`src/rtl/mbist_pkg.sv`:
```
// Shared types and the March C- element table for the MBIST sequencer.
package mbist_pkg;

    typedef enum logic [1:0] {OP_W0, OP_W1, OP_R0, OP_R1} march_op_t;
    typedef enum logic {DIR_UP, DIR_DOWN} dir_t;

    localparam int NUM_ELEM = 6;

    typedef struct packed {
        dir_t      dir;
        logic      two_ops;
        march_op_t op0;
        march_op_t op1;
    } elem_cfg_t;

    // March C-: M0 up(w0) M1 up(r0,w1) M2 up(r1,w0) M3 dn(r0,w1) M4 dn(r1,w0) M5 dn(r0)
    function automatic elem_cfg_t elem_cfg(input logic [2:0] e);
        elem_cfg_t c;
        c = '{dir: DIR_UP, two_ops: 1'b0, op0: OP_W0, op1: OP_W0};
        case (e)
            3'd1:    c = '{dir: DIR_UP,   two_ops: 1'b1, op0: OP_R0, op1: OP_W1};
            3'd2:    c = '{dir: DIR_UP,   two_ops: 1'b1, op0: OP_R1, op1: OP_W0};
            3'd3:    c = '{dir: DIR_DOWN, two_ops: 1'b1, op0: OP_R0, op1: OP_W1};
            3'd4:    c = '{dir: DIR_DOWN, two_ops: 1'b1, op0: OP_R1, op1: OP_W0};
            3'd5:    c = '{dir: DIR_DOWN, two_ops: 1'b0, op0: OP_R0, op1: OP_R0};
            default: c = '{dir: DIR_UP,   two_ops: 1'b0, op0: OP_W0, op1: OP_W0};
        endcase
        return c;
    endfunction

endpackage

```
`src/rtl/mbist_counter_if.sv`:
```
// Controller/memory-side signal bundle of the March C- sequencer.
interface mbist_counter_if #(
    parameter int ADDR_W = 4,
    parameter int DATA_W = 8
);
    logic              ld;
    logic              NbarT;
    logic [ADDR_W-1:0] addr;
    logic [DATA_W-1:0] wdata;
    logic [DATA_W-1:0] exp_data;
    logic              we;
    logic              re;
    logic [2:0]        elem;
    logic              cout;

    modport master (
        output ld, NbarT,
        input  addr, wdata, exp_data, we, re, elem, cout
    );

    modport slave (
        input  ld, NbarT,
        output addr, wdata, exp_data, we, re, elem, cout
    );
endinterface

```
`src/rtl/mbist_addr_gen.sv`:
```
// Loadable up/down address counter with direction-aware terminal detect.
module mbist_addr_gen
    import mbist_pkg::*;
#(
    parameter int ADDR_W = 4
) (
    input  logic              clk,
    input  logic              rst,
    input  logic              load,
    input  logic [ADDR_W-1:0] load_val,
    input  logic              en,
    input  dir_t              dir,
    output logic [ADDR_W-1:0] addr,
    output logic              at_terminal
);
    logic [ADDR_W-1:0] addr_reg;

    always_ff @(posedge clk) begin
        if (rst) begin
            addr_reg <= '0;
        end else if (load) begin
            addr_reg <= load_val;
        end else if (en) begin
            addr_reg <= (dir == DIR_UP) ? addr_reg + ADDR_W'(1) : addr_reg - ADDR_W'(1);
        end
    end

    assign addr        = addr_reg;
    assign at_terminal = (dir == DIR_UP) ? (&addr_reg) : ~(|addr_reg);

endmodule

```
`src/rtl/mbist_counter.sv`:
```
// March C- sequencer: one memory operation per cycle while NbarT is high.
// Optional checkerboard backgrounds when MBIST_COUNTER_CHKBOARD_EN is defined.
module mbist_counter
    import mbist_pkg::*;
#(
    parameter int ADDR_W = 4,
    parameter int DATA_W = 8
) (
    input  logic            clk,
    input  logic            rst,
    mbist_counter_if.slave  bus
);
    logic [2:0]        elem_reg, elem_next;
    logic              op_reg, op_next;
    elem_cfg_t         cfg, cfg_next_elem;
    march_op_t         cur_op;
    logic              active, last_op, at_term;
    logic              addr_load, addr_en;
    logic [ADDR_W-1:0] addr_load_val, addr;
    logic              is_write, bg_one;
    logic [DATA_W-1:0] pattern;

    assign cfg           = elem_cfg(elem_reg);
    assign cfg_next_elem = elem_cfg(elem_reg + 3'd1);
    assign cur_op        = op_reg ? cfg.op1 : cfg.op0;
    assign last_op       = ~cfg.two_ops | op_reg;
    assign active        = bus.NbarT & ~bus.ld & ~rst;

    mbist_addr_gen #(.ADDR_W(ADDR_W)) u_addr_gen (
        .clk         (clk),
        .rst         (rst),
        .load        (addr_load),
        .load_val    (addr_load_val),
        .en          (addr_en),
        .dir         (cfg.dir),
        .addr        (addr),
        .at_terminal (at_term)
    );

    always_ff @(posedge clk) begin
        if (rst) begin
            elem_reg <= '0;
            op_reg   <= 1'b0;
        end else begin
            elem_reg <= elem_next;
            op_reg   <= op_next;
        end
    end

    always_comb begin
        elem_next     = elem_reg;
        op_next       = op_reg;
        addr_load     = 1'b0;
        addr_load_val = '0;
        addr_en       = 1'b0;
        if (bus.ld) begin
            elem_next = '0;
            op_next   = 1'b0;
            addr_load = 1'b1;
        end else if (active) begin
            if (!last_op) begin
                op_next = 1'b1;
            end else begin
                op_next = 1'b0;
                if (!at_term) begin
                    addr_en = 1'b1;
                end else if (elem_reg == 3'(NUM_ELEM - 1)) begin
                    elem_next = '0;
                    addr_load = 1'b1;
                end else begin
                    // New element starts at the end its direction walks away from
                    elem_next     = elem_reg + 3'd1;
                    addr_load     = 1'b1;
                    addr_load_val = (cfg_next_elem.dir == DIR_DOWN) ? '1 : '0;
                end
            end
        end
    end

    assign is_write = (cur_op == OP_W0) || (cur_op == OP_W1);
    assign bg_one   = (cur_op == OP_W1) || (cur_op == OP_R1);

`ifdef MBIST_COUNTER_CHKBOARD_EN
    assign pattern = {DATA_W{bg_one}} ^ {DATA_W{addr[0]}};
`else
    assign pattern = {DATA_W{bg_one}};
`endif

    assign bus.addr     = addr;
    assign bus.elem     = elem_reg;
    assign bus.we       = active & is_write;
    assign bus.re       = active & ~is_write;
    assign bus.wdata    = bus.we ? pattern : '0;
    assign bus.exp_data = bus.re ? pattern : '0;
    assign bus.cout     = active & last_op & (elem_reg == 3'(NUM_ELEM - 1)) & (addr == '0);

endmodule

```
`src/flat_wrapper.sv`:
```
// flat-port wrapper written by rule: the top's interface ports become plain ports
module mbist_counter_flat import mbist_pkg::*;
#(
    parameter int ADDR_W = 4,
    parameter int DATA_W = 8
)
  (clk, rst, bus_ld, bus_NbarT, bus_addr, bus_wdata, bus_exp_data, bus_we, bus_re, bus_elem, bus_cout);
  mbist_counter_if #(.ADDR_W(ADDR_W), .DATA_W(DATA_W)) bus_i ();
  input  logic clk;
  input  logic rst;
  input wire logic [$bits(bus_i.ld)-1:0] bus_ld;
  input wire logic [$bits(bus_i.NbarT)-1:0] bus_NbarT;
  output wire logic [$bits(bus_i.addr)-1:0] bus_addr;
  output wire logic [$bits(bus_i.wdata)-1:0] bus_wdata;
  output wire logic [$bits(bus_i.exp_data)-1:0] bus_exp_data;
  output wire logic [$bits(bus_i.we)-1:0] bus_we;
  output wire logic [$bits(bus_i.re)-1:0] bus_re;
  output wire logic [$bits(bus_i.elem)-1:0] bus_elem;
  output wire logic [$bits(bus_i.cout)-1:0] bus_cout;
  assign bus_i.ld = bus_ld;
  assign bus_i.NbarT = bus_NbarT;
  assign bus_addr = bus_i.addr;
  assign bus_wdata = bus_i.wdata;
  assign bus_exp_data = bus_i.exp_data;
  assign bus_we = bus_i.we;
  assign bus_re = bus_i.re;
  assign bus_elem = bus_i.elem;
  assign bus_cout = bus_i.cout;
  mbist_counter #(.ADDR_W(ADDR_W), .DATA_W(DATA_W)) u_core (.clk(clk), .rst(rst), .bus(bus_i));
endmodule
```
`config.mk`:
```
export PLATFORM = sky130hd
export DESIGN_NAME = mbist_counter_flat
export DESIGN_NICKNAME = d
export VERILOG_FILES = /design/src/rtl/mbist_pkg.sv /design/src/rtl/mbist_counter_if.sv /design/src/rtl/mbist_addr_gen.sv /design/src/rtl/mbist_counter.sv /design/src/flat_wrapper.sv
export SDC_FILE = /design/constraint.sdc
export NUM_CORES = 1
export LEC_CHECK = 0
export BUFFER_PORTS_ARGS = -buffer_cell sky130_fd_sc_hd__buf_2
export CORE_ASPECT_RATIO = 1.5
export CORE_UTILIZATION = 40
export CTS_CLUSTER_DIAMETER = 50
export DETAILED_ROUTE_END_ITERATION = 6
export PLACE_DENSITY_LB_ADDON = 0.3
export SLEW_MARGIN = 20
export SYNTH_ARGS = -nofsm -noshare
export SYNTH_HDL_FRONTEND = slang
export SYNTH_SLANG_ARGS = --single-unit
```
`constraint.sdc`:
```
create_clock -name clk -period 3.4 [get_ports clk]
set_clock_uncertainty 0.2 [all_clocks]
set_input_delay 0.34 -clock clk [delete_from_list [all_inputs] [get_ports clk]]
set_output_delay 0.34 -clock clk [all_outputs]
set_load 0.05 [all_outputs]
```
==> Word-level counts from Yosys, hierarchy flattened <==
Cells that the tools add are included.
{ "classes": {"n_mux": 25, "n_reduce_logical": 9, "n_addsub": 3, "n_eq_ne": 12, "n_bitwise": 13} }
{ "op_table": {"columns": ["operator", "count"], "rows": [
  ["$pmux 6 s5", 2],
  ["$mux 4", 9],
  ["$mux 8", 2],
  ["$eq 3x2->1 const B", 4],
  ["$eq 3x3->1 const B", 4],
  ["$mux 1", 10],
  ["$and 1x1->1", 7],
  ["$eq 3x1->1 const B", 2],
  ["$not 1->1", 5],
  ["$add 4x1->4 const B", 1],
  ["$logic_not 4->1", 1],
  ["$reduce_and 4->1", 1],
  ["$reduce_or 4->1", 1],
  ["$sub 4x1->4 const B", 1],
  ["$add 3x1->3 const B", 1],
  ["$mux 3", 1],
  ["$reduce_and 3->1", 1],
  ["$eq 2x1->1 const B", 1],
  ["$eq 2x2->1 const B", 1],
  ["$logic_not 2->1", 1],
  ["$logic_or 1x1->1", 2],
  ["$mux 2", 1],
  ["$reduce_bool 2->1", 1],
  ["$reduce_or 2->1", 1],
  ["$or 1x1->1", 1]
]} }
{ "totals": {"elab_cells": 65, "regBits": 8, "out_inout_bits": 26} }

==> Logic depth before layout (Yosys ltp) <==
Gate-level depths: netlist of run 1.
{ "logic_depth": {"ltp_word": 10, "ltp_mapped": 10, "depth_no_buf": 9} }

==> Cells and area by module <==
From an unflattened synthesis of run 1, not the netlist that was laid out.
{ "hier_totals": {"hier_cells": 114, "area_unflattened_um2": 848.3} }
{ "by_module_without_submodules": {"columns": ["mod", "area_per_inst_um2", "cells_each", "seq_area_each_um2", "instances"], "rows": [
  ["mbist_counter", 524.3, 76, 80.1, 1],
  ["mbist_addr_gen", 324.1, 38, 80.1, 1]
]} }

==> Worst setup path before layout of run 1 <==
Ideal clock, no wire load.
{ "synth_path": {"path_kind": "register -> output", "startpoint": "register u_core.elem_reg[0], in the netlist u_core.bus.elem[0]", "endpoint": "output bus_wdata[1]", "t_required_ns": 2.860, "arrival_ns": 3.371, "slack_ns": -0.511, "path_buffers": 2, "path_stages_with_launch": 7, "path_cell_list": "dfxtp_1 buf_2 and2_1 ha_1 a22oi_1 nor3b_1 buf_4"} }
{ "synth_between": {"elab_chain_cells": 7, "word_cells_on_any_way": 14, "cone_classes": "eq/ne (7); mux (3); bitwise (1); reduce/logical (3)"} }
{ "synth_rtl": {"columns": ["element", "line", "rtl"], "rows": [
  ["start: declaration", "mbist_counter.sv:13", "logic [2:0] elem_reg, elem_next;"],
  ["start signal: assignment", "mbist_counter.sv:45", "elem_reg <= elem_next;"],
  ["$eq 3x3->1 (tied with other cells)", "mbist_pkg.sv:20", "case (e)"],
  ["$pmux 6 s5 *", "mbist_pkg.sv:20", null],
  ["$mux 2 *", "mbist_counter.sv:25", "assign cur_op = op_reg ? cfg.op1 : cfg.op0;"],
  ["$eq 2x1->1 / $logic_not 2->1 (equally long branches)", "mbist_counter.sv:80, mbist_counter.sv:81", null],
  ["$logic_or 1x1->1", "mbist_counter.sv:80", "assign is_write = (cur_op == OP_W0) || (cur_op == OP_W1);"],
  ["$and 1x1->1", "mbist_counter.sv:91", "assign bus.we = active & is_write;"],
  ["$mux 8 *", "mbist_counter.sv:93", "assign bus.wdata = bus.we ? pattern : '0;"],
  ["end: declaration", "flat_wrapper.sv:14", "output wire logic [$bits(bus_i.wdata)-1:0] bus_wdata;"]
]} }
Every way passes the cells marked *; elsewhere a longest branch is shown, timed or not.

==> Final worst setup path of run 1 <==
{ "layout_path": {"startpoint": "register u_core.elem_reg[0], in the netlist u_core.bus.elem[0]", "endpoint": "output bus_cout"} }
{ "layout_between": {"elab_chain_cells": 7, "word_cells_on_any_way": 11, "cone_classes": "eq/ne (5); mux (1); bitwise (5)"} }
{ "layout_rtl": {"columns": ["element", "line", "rtl"], "rows": [
  ["$eq 3x3->1 (tied with other cells)", "mbist_pkg.sv:20, mbist_counter.sv:95", null],
  ["$pmux 6 s5", "mbist_pkg.sv:20", null],
  ["$not 1->1", "mbist_counter.sv:26", "assign last_op = ~cfg.two_ops | op_reg;"],
  ["$or 1x1->1", "mbist_counter.sv:26", null],
  ["$and 1x1->1", "mbist_counter.sv:95", "assign bus.cout = active & last_op & (elem_reg == 3'(NUM_ELEM - 1)) & (addr == '0);"],
  ["$and 1x1->1 * (2 in series)", "mbist_counter.sv:95", null],
  ["end: declaration", "flat_wrapper.sv:19", "output wire logic [$bits(bus_i.cout)-1:0] bus_cout;"]
]} }
Marked as above.

==> flow_summary_export.csv, run 1 <==
group,metric,value,unit
run_status,result_of_the_run,"completed",
timing,hold_violations,0,
cells_and_area,layout-drive-gt1-share,0.411,
logic_synthesis,yosys-top-cells-area,"dfxtp_1, buf_4, nor2_1, xnor2_1, a221oi_2",
clock_network,clockRootBuffer,"clkbuf_4",
critical_path,crit_path_cell_trace,"and2_1 -> ha_1 -> nor2_1 -> a221o_1 -> nand3_1 -> nor3_1 -> buf_2",
clock_network,cts_hold_buf,0,
clock_network,htreeDepth,1,
power,sw_frac_of_total,0.287,
global_route,groute.layer.met2.usage,0.269,
timing,rsz0062_at_grt,"no",
die,effective_utilization_at_floorplan,0.428,
clock_network,postcts_setup_bufs,0,
timing,timing_worst_slew_pin_value,435,ps
cells_and_area,fillerInstances,188,
timing,period_minus_slack,2920,ps
route,detail_route.wl_per_cell,11.7,um
global_route,grt_remaining_overflow,0,
placement,worst_slack_at_placement,691,ps
timing,worst_slew_margin_rel,0.710,
power,total_power_divided_by_cell_area,239,mW/mm2
flow_run,max_cap_violations,0,
logic_synthesis,synth_top_cell_by_area,"dfxtp_1",
die,std_cell_rows,19,
die,die_area,0.00217,mm2
timing,finalSetupViolations,0,
route,ant_nets,0,
route,routed_wl,1.56,mm
clock_network,cts-buffers-inserted,3,
route,drcViolationCount,0,
power,static-leakage-power,0.414,nW
critical_path,path_class,"flip-flop to primary output",
power,internal-power,149,uW
power,seq_power_share,0.484,
timing,slew_viol_final,0,
global_route,global_route.peak_usage_layer,"met2",
critical_path,slowest_stage,"dfxtp_1",
logic_synthesis,synthesis.yosys.warnings,0,
hold_path,hp-class,"input pin to flip-flop",
clock_network,cts.clk_slew.worst_paths,50,ps
critical_path,crit_path_max_fanout,12,
cells_and_area,n_antenna_cell,0,
placement,dp.cells,130,
timing,maxClockFrequency,0.342,GHz
power,ir_drop,0.155,mV
die,chipHeight,56.5,um
placement,gpl.final_weighted_congestion,0.761,
route,drt-initial-drc-count,13,
cells_and_area,largest_reg_flops,4,
timing,final.setup.tns,0,ps
logic_synthesis,fraction_of_synthesized_cell_area_taken_by_the_top_area_cell_type,0.202,
power,share_comb_of_total_power,0.170,
critical_path,arrival,2380,ps
logic_synthesis,cell_count_after_synthesis,97,
global_route,first_global_vias,600,
logic_synthesis,synth_sequential_area_ratio,0.202,
clock_network,cts_tree,"yes",
die,fp.coreArea,0.00185,mm2
placement,place.detailed.hpwl,1.29,mm
clock_network,cts_repair_resize_count,0,
power,power_frac_clock,0.345,
critical_path,critical-path-top-delay-family,"simple AND/OR/NAND/NOR gates",
global_route,antenna_violations_before_repair,0,
placement,placement.io_buffers,29,
logic_synthesis,syn-num-nets,103,
critical_path,category_of_the_worst_setup_path_capture_point,"primary output",
critical_path,regToRegSetupSlack,670,ps
timing,final_critical_path_setup_slack,480,ps
timing,final_worst_path_cycle_share,0.859,
cells_and_area,utilization,0.471,
route,first_pass_iters,4,
clock_network,clock_latency,250,ps
global_route,grt_max_degree,13,
global_route,gr-usage-met1,0.174,
power,total_switching_power,59.9,uW
route,total_via_count_after_detailed_routing,711,
global_route,grt_first_pass_wirelength,2.43,mm
cells_and_area,layout.cells.non_filler,133,
logic_synthesis,synth_register_bits,8,
die,die_x,38.4,um
critical_path,worst_path_largest_cell_delay,580,ps
critical_path,required,2860,ps
logic_synthesis,avgSynthCellArea,8.18,um2
critical_path,timing.critical_path.from_type,"flip-flop",
clock_network,cts.path.max_buffers,2,
logic_synthesis,netlist-cell-type-count,36,
clock_network,numClockSinks,8,
global_route,gr_layer_usage_met3,0.0237,
die,floorplan.io_pins,30,
cells_and_area,num-nets-final,120,
logic_synthesis,mappedNetlistArea,793,um2
cells_and_area,area_growth_syn_to_layout,10.1,%
route,post_dr_vias_cell,5.35,
critical_path,critical_path_buf_inv_count,1,
power,totalPowerFinal,209,uW
global_route,grt.total_usage,0.155,
[through the flow]
step | area [um2] | hold slack (ps)
after floorplan | 798 | 292
after global placement | 851 | 304
after detailed placement | 851 | 322
after CTS | 873 | 189
after global routing | 873 | 208
final | 873 | 191
[power by group through the flow]
stage                     Sequential [mW]  Combinational (mW)  Clock, mW
after CTS                           0.101              0.0361     0.0758
after floorplan                     0.112              0.0177          0
after detailed placement            0.103              0.0360          0
final                               0.101              0.0356     0.0722
after global placement              0.103              0.0359          0
after global routing                0.102              0.0383     0.0809
[synth_stat cells (all sizes together)]
cell type,instances
a221oi,3
nor2,13
a211oi,1
nor3,2
nand2b,3
a22o,1
a221o,1
a211o,2
xnor2,4
or2,3
a22oi,2
nand4,1
a31oi,1
nand2,4
or4,1
a21oi,5
a21o,4
nor2b,1
nor3b,1
and3,1
and2,2
o21ai,4
inv,4
buf,17
dfxtp,8
nand3,1
mux2,1
mux2i,2
o31ai,1
ha,2
a41o,1
[worst paths after layout]
kind	depth (start not counted)	end	from
worst max register to register	9	u_core.u_addr_gen.addr[2]	u_core.bus.elem[0]
worst min register to register	2	u_core.u_addr_gen.addr[2]	u_core.u_addr_gen.addr[2]
worst max-delay path	7	bus_cout	u_core.bus.elem[0]
worst min-delay path	3	u_core.op_reg	bus_NbarT
[cells in the final DEF, fill, tap and decap left out, types with 3 or more instances in the layout]
cell type	count
o21ai_0	4
dfxtp_1	8
nand2_1	4
clkbuf_4	3
a21oi_1	5
xnor2_1	4
buf_2	29
or2_2	3
inv_1	4
nor2_1	13
nand2b_1	3
[logic make-up after synthesis]
family	Yosys count	synth area share
AO/OA/AOI/OAI	26	0.303
XOR/XNOR	4	0.0442
adder cells (fa/ha/maj)	2	0.0315
buffers and inverters	21	0.169
flip-flops	8	0.202
multiplexers	3	0.0394
AND/OR/NAND/NOR	33	0.211
[worst min-delay path, delay by kind of cell]
kind                   cells  cell delay [ps]
and+or+nand+nor            1               70
buffers and inverters      1              120
muxes                      1               80
[per-layer routing]
layer  part of all wire  routed length, um  up-vias
met5                  0                  0        -
met4              0.013                 21        0
met3              0.057                 88        3
met2               0.50                772       32
met1               0.43                673      317
li1                   -                  -      359
[final cells by class]
cell class	count	area (um2)	area share
flip-flops and latches	8	160	0.183
multi-input cells	68	504	0.577
well taps	21	26.3	0.0301
repair buffers	29	145	0.166
inverters	4	15.0	0.0172
clock buffers	3	22.5	0.0258
No activity file was read; power rests on OpenSTA's default activity.
==> inputs of run 2 (changes only) <==
==> constraint.sdc (replaced) <==
create_clock -name clk -period 3.4 [get_ports clk]
set_clock_uncertainty 0.2 [all_clocks]
set_input_delay 0.85 -clock clk [delete_from_list [all_inputs] [get_ports clk]]
set_output_delay 0.85 -clock clk [all_outputs]
set_load 0.05 [all_outputs]
==> run 2 against run 1 <==
Via count grew 2.5%. Largest power group unchanged. Sequential power about the same. Critical endpoint unchanged. Count of clock-buffer cells in the layout stayed put. First-iteration DRC count decreased by 38%. Final cell count is 1.5% higher. Global-route usage increased by 1.8 points. Hold slack improved by 130 ps.
==> flow_summary_export.csv, run 2 (synthesis gave the netlist of run 1 again) <==
group,metric,value,unit
clock_network,clock_latency,260,ps
power,static-leakage-power,0.451,nW
hold_path,min_delay_path_depth,2,
route,drcViolationCount,0,
route,detail_route.wl_per_cell,12.2,um
timing,maxClockFrequency,0.309,GHz
route,total_via_count_after_detailed_routing,729,
global_route,antenna_violations_before_repair,0,
critical_path,category_of_the_worst_setup_path_capture_point,"primary output",
die,floorplan.io_pins,30,
cells_and_area,num-nets-final,122,
route,routed_wl,1.65,mm
timing,worst_slew_margin_rel,0.740,
die,chipHeight,56.5,um
critical_path,crit_path_max_fanout,9,
run_status,result_of_the_run,"completed",
critical_path,crit-reg2reg-launch,"u_core.bus.elem[1]",
cells_and_area,most_common_cell_after_layout_fill_and_taps_aside,"buf_2",
hold_path,min_to,"u_core.u_addr_gen.addr[2]",
die,fp.coreArea,0.00185,mm2
global_route,grt_max_degree,13,
die,die_x,38.4,um
critical_path,worst_path_largest_cell_delay,390,ps
cells_and_area,fillerInstances,197,
clock_network,cts_tree,"yes",
die,std_cell_rows,19,
placement,worst_slack_at_placement,238,ps
power,ir_drop,0.184,mV
critical_path,worst-r2r-cell-count,9,
timing,slew_viol_final,0,
clock_network,htreeDepth,1,
critical_path,r2r_end,"u_core.u_addr_gen.addr[2]",
flow_run,max_cap_violations,0,
critical_path,crit_path_start,"u_core.bus.elem[1]",
clock_network,numClockSinks,8,
route,ant_nets,0,
critical_path,critical_path_buf_inv_count,1,
cells_and_area,layout-drive-gt1-share,0.474,
global_route,grt_first_pass_wirelength,2.69,mm
placement,gpl.final_weighted_congestion,0.744,
critical_path,path_class,"flip-flop to primary output",
timing,hold_violations,0,
timing,finalSetupViolations,0,
cells_and_area,mostFrequentLayoutCells,"buf_2, nor2_1, dfxtp_1",
route,drt-initial-drc-count,8,
placement,place.detailed.hpwl,1.34,mm
clock_network,cts-buffers-inserted,3,
timing,period_minus_slack,3240,ps
critical_path,timing.critical_path.from_type,"flip-flop",
critical_path,critical-path-top-delay-family,"simple AND/OR/NAND/NOR gates",
cells_and_area,utilization,0.498,
cells_and_area,n_antenna_cell,0,
clock_network,cts.path.max_buffers,2,
critical_path,crit_path_cell_trace,"and2_1 -> ha_1 -> nor2b_1 -> a221o_1 -> nand3_2 -> nor3_4 -> clkbuf_4",
global_route,grt_remaining_overflow,0,
clock_network,clockRootBuffer,"clkbuf_4",
critical_path,regToRegSetupSlack,770,ps
critical_path,arrival,2190,ps
critical_path,required,2350,ps
power,total_power_divided_by_cell_area,231,mW/mm2
timing,final_critical_path_setup_slack,159,ps
route,first_pass_iters,3,
timing,rsz0062_at_grt,"no",
hold_path,hold_path.startpoint,"u_core.u_addr_gen.addr[2]",
route,post_dr_vias_cell,5.40,
timing,final.setup.tns,0,ps
hold_path,hp-class,"flip-flop to flip-flop",
global_route,first_global_vias,639,
placement,placement.io_buffers,29,
cells_and_area,largest_reg_flops,4,
die,effective_utilization_at_floorplan,0.428,
timing,timing_worst_slew_pin_value,389,ps
critical_path,slowest_stage,"dfxtp_1",
cells_and_area,area_growth_syn_to_layout,16.4,%
global_route,grt.total_usage,0.173,
timing,final_worst_path_cycle_share,0.953,
clock_network,cts.clk_slew.worst_paths,50,ps
die,die_area,0.00217,mm2
[run 2: routing by layer]
metal	GRT usage	routed length [um]	vias to the layer above	part of all wire
met5	0	0	-	0
met3	0.0237	72	5	0.044
met2	0.286	869	26	0.53
li1	-	-	365	-
met4	0.103	48	0	0.029
met1	0.199	660	333	0.40
[run 2: worst register-to-register path: stages (launching register included)]
cell and delay, ps:
dfxtp_1 490, and2_1 180, ha_1 270, inv_1 130, and2_1 190, xnor2_1 140
ha_1 170, mux2_2 350, a21o_2 220, a221oi_2 200
[run 2: power by group]
group          total (mW)  internal (mW)  switching, mW
clock              0.0732         0.0404         0.0328
combinational      0.0394         0.0134         0.0260
sequential          0.101         0.0968        0.00411
[run 2: per-stage QoR]
stage	area (um2)	power (mW)	hold WS, ps	cells
after floorplan	826	0.131	346	97
after global placement	893	0.141	306	132
after detailed placement	893	0.142	315	132
after CTS	916	0.218	324	135
after global routing	923	0.225	337	135
final	923	0.214	319	135
[run 2: area by class of cell]
type / count / area, um2 / share of cell area
sequential: 8 / 161 / 0.175
inverter: 4 / 15.0 / 0.0163
multi-input combinational: 68 / 536 / 0.580
tap: 21 / 26.3 / 0.0285
clock buffer: 3 / 22.5 / 0.0244
timing repair buffer: 31 / 163 / 0.176
[run 2: worst max path at each step]
stage                               to  depth (start not counted)
final                         bus_cout                          7
after global routing          bus_cout                          7
after global placement    bus_wdata[1]                          5
after CTS                     bus_cout                          7
after floorplan           bus_wdata[1]                          6
after detailed placement  bus_wdata[2]                          5
[run 2: timing repair]
item	4_1_cts	5_1_grt
buffers inserted	0	0
setup endpoints to repair	0	1
hold buffers	0	0
gates resized for setup	0	2
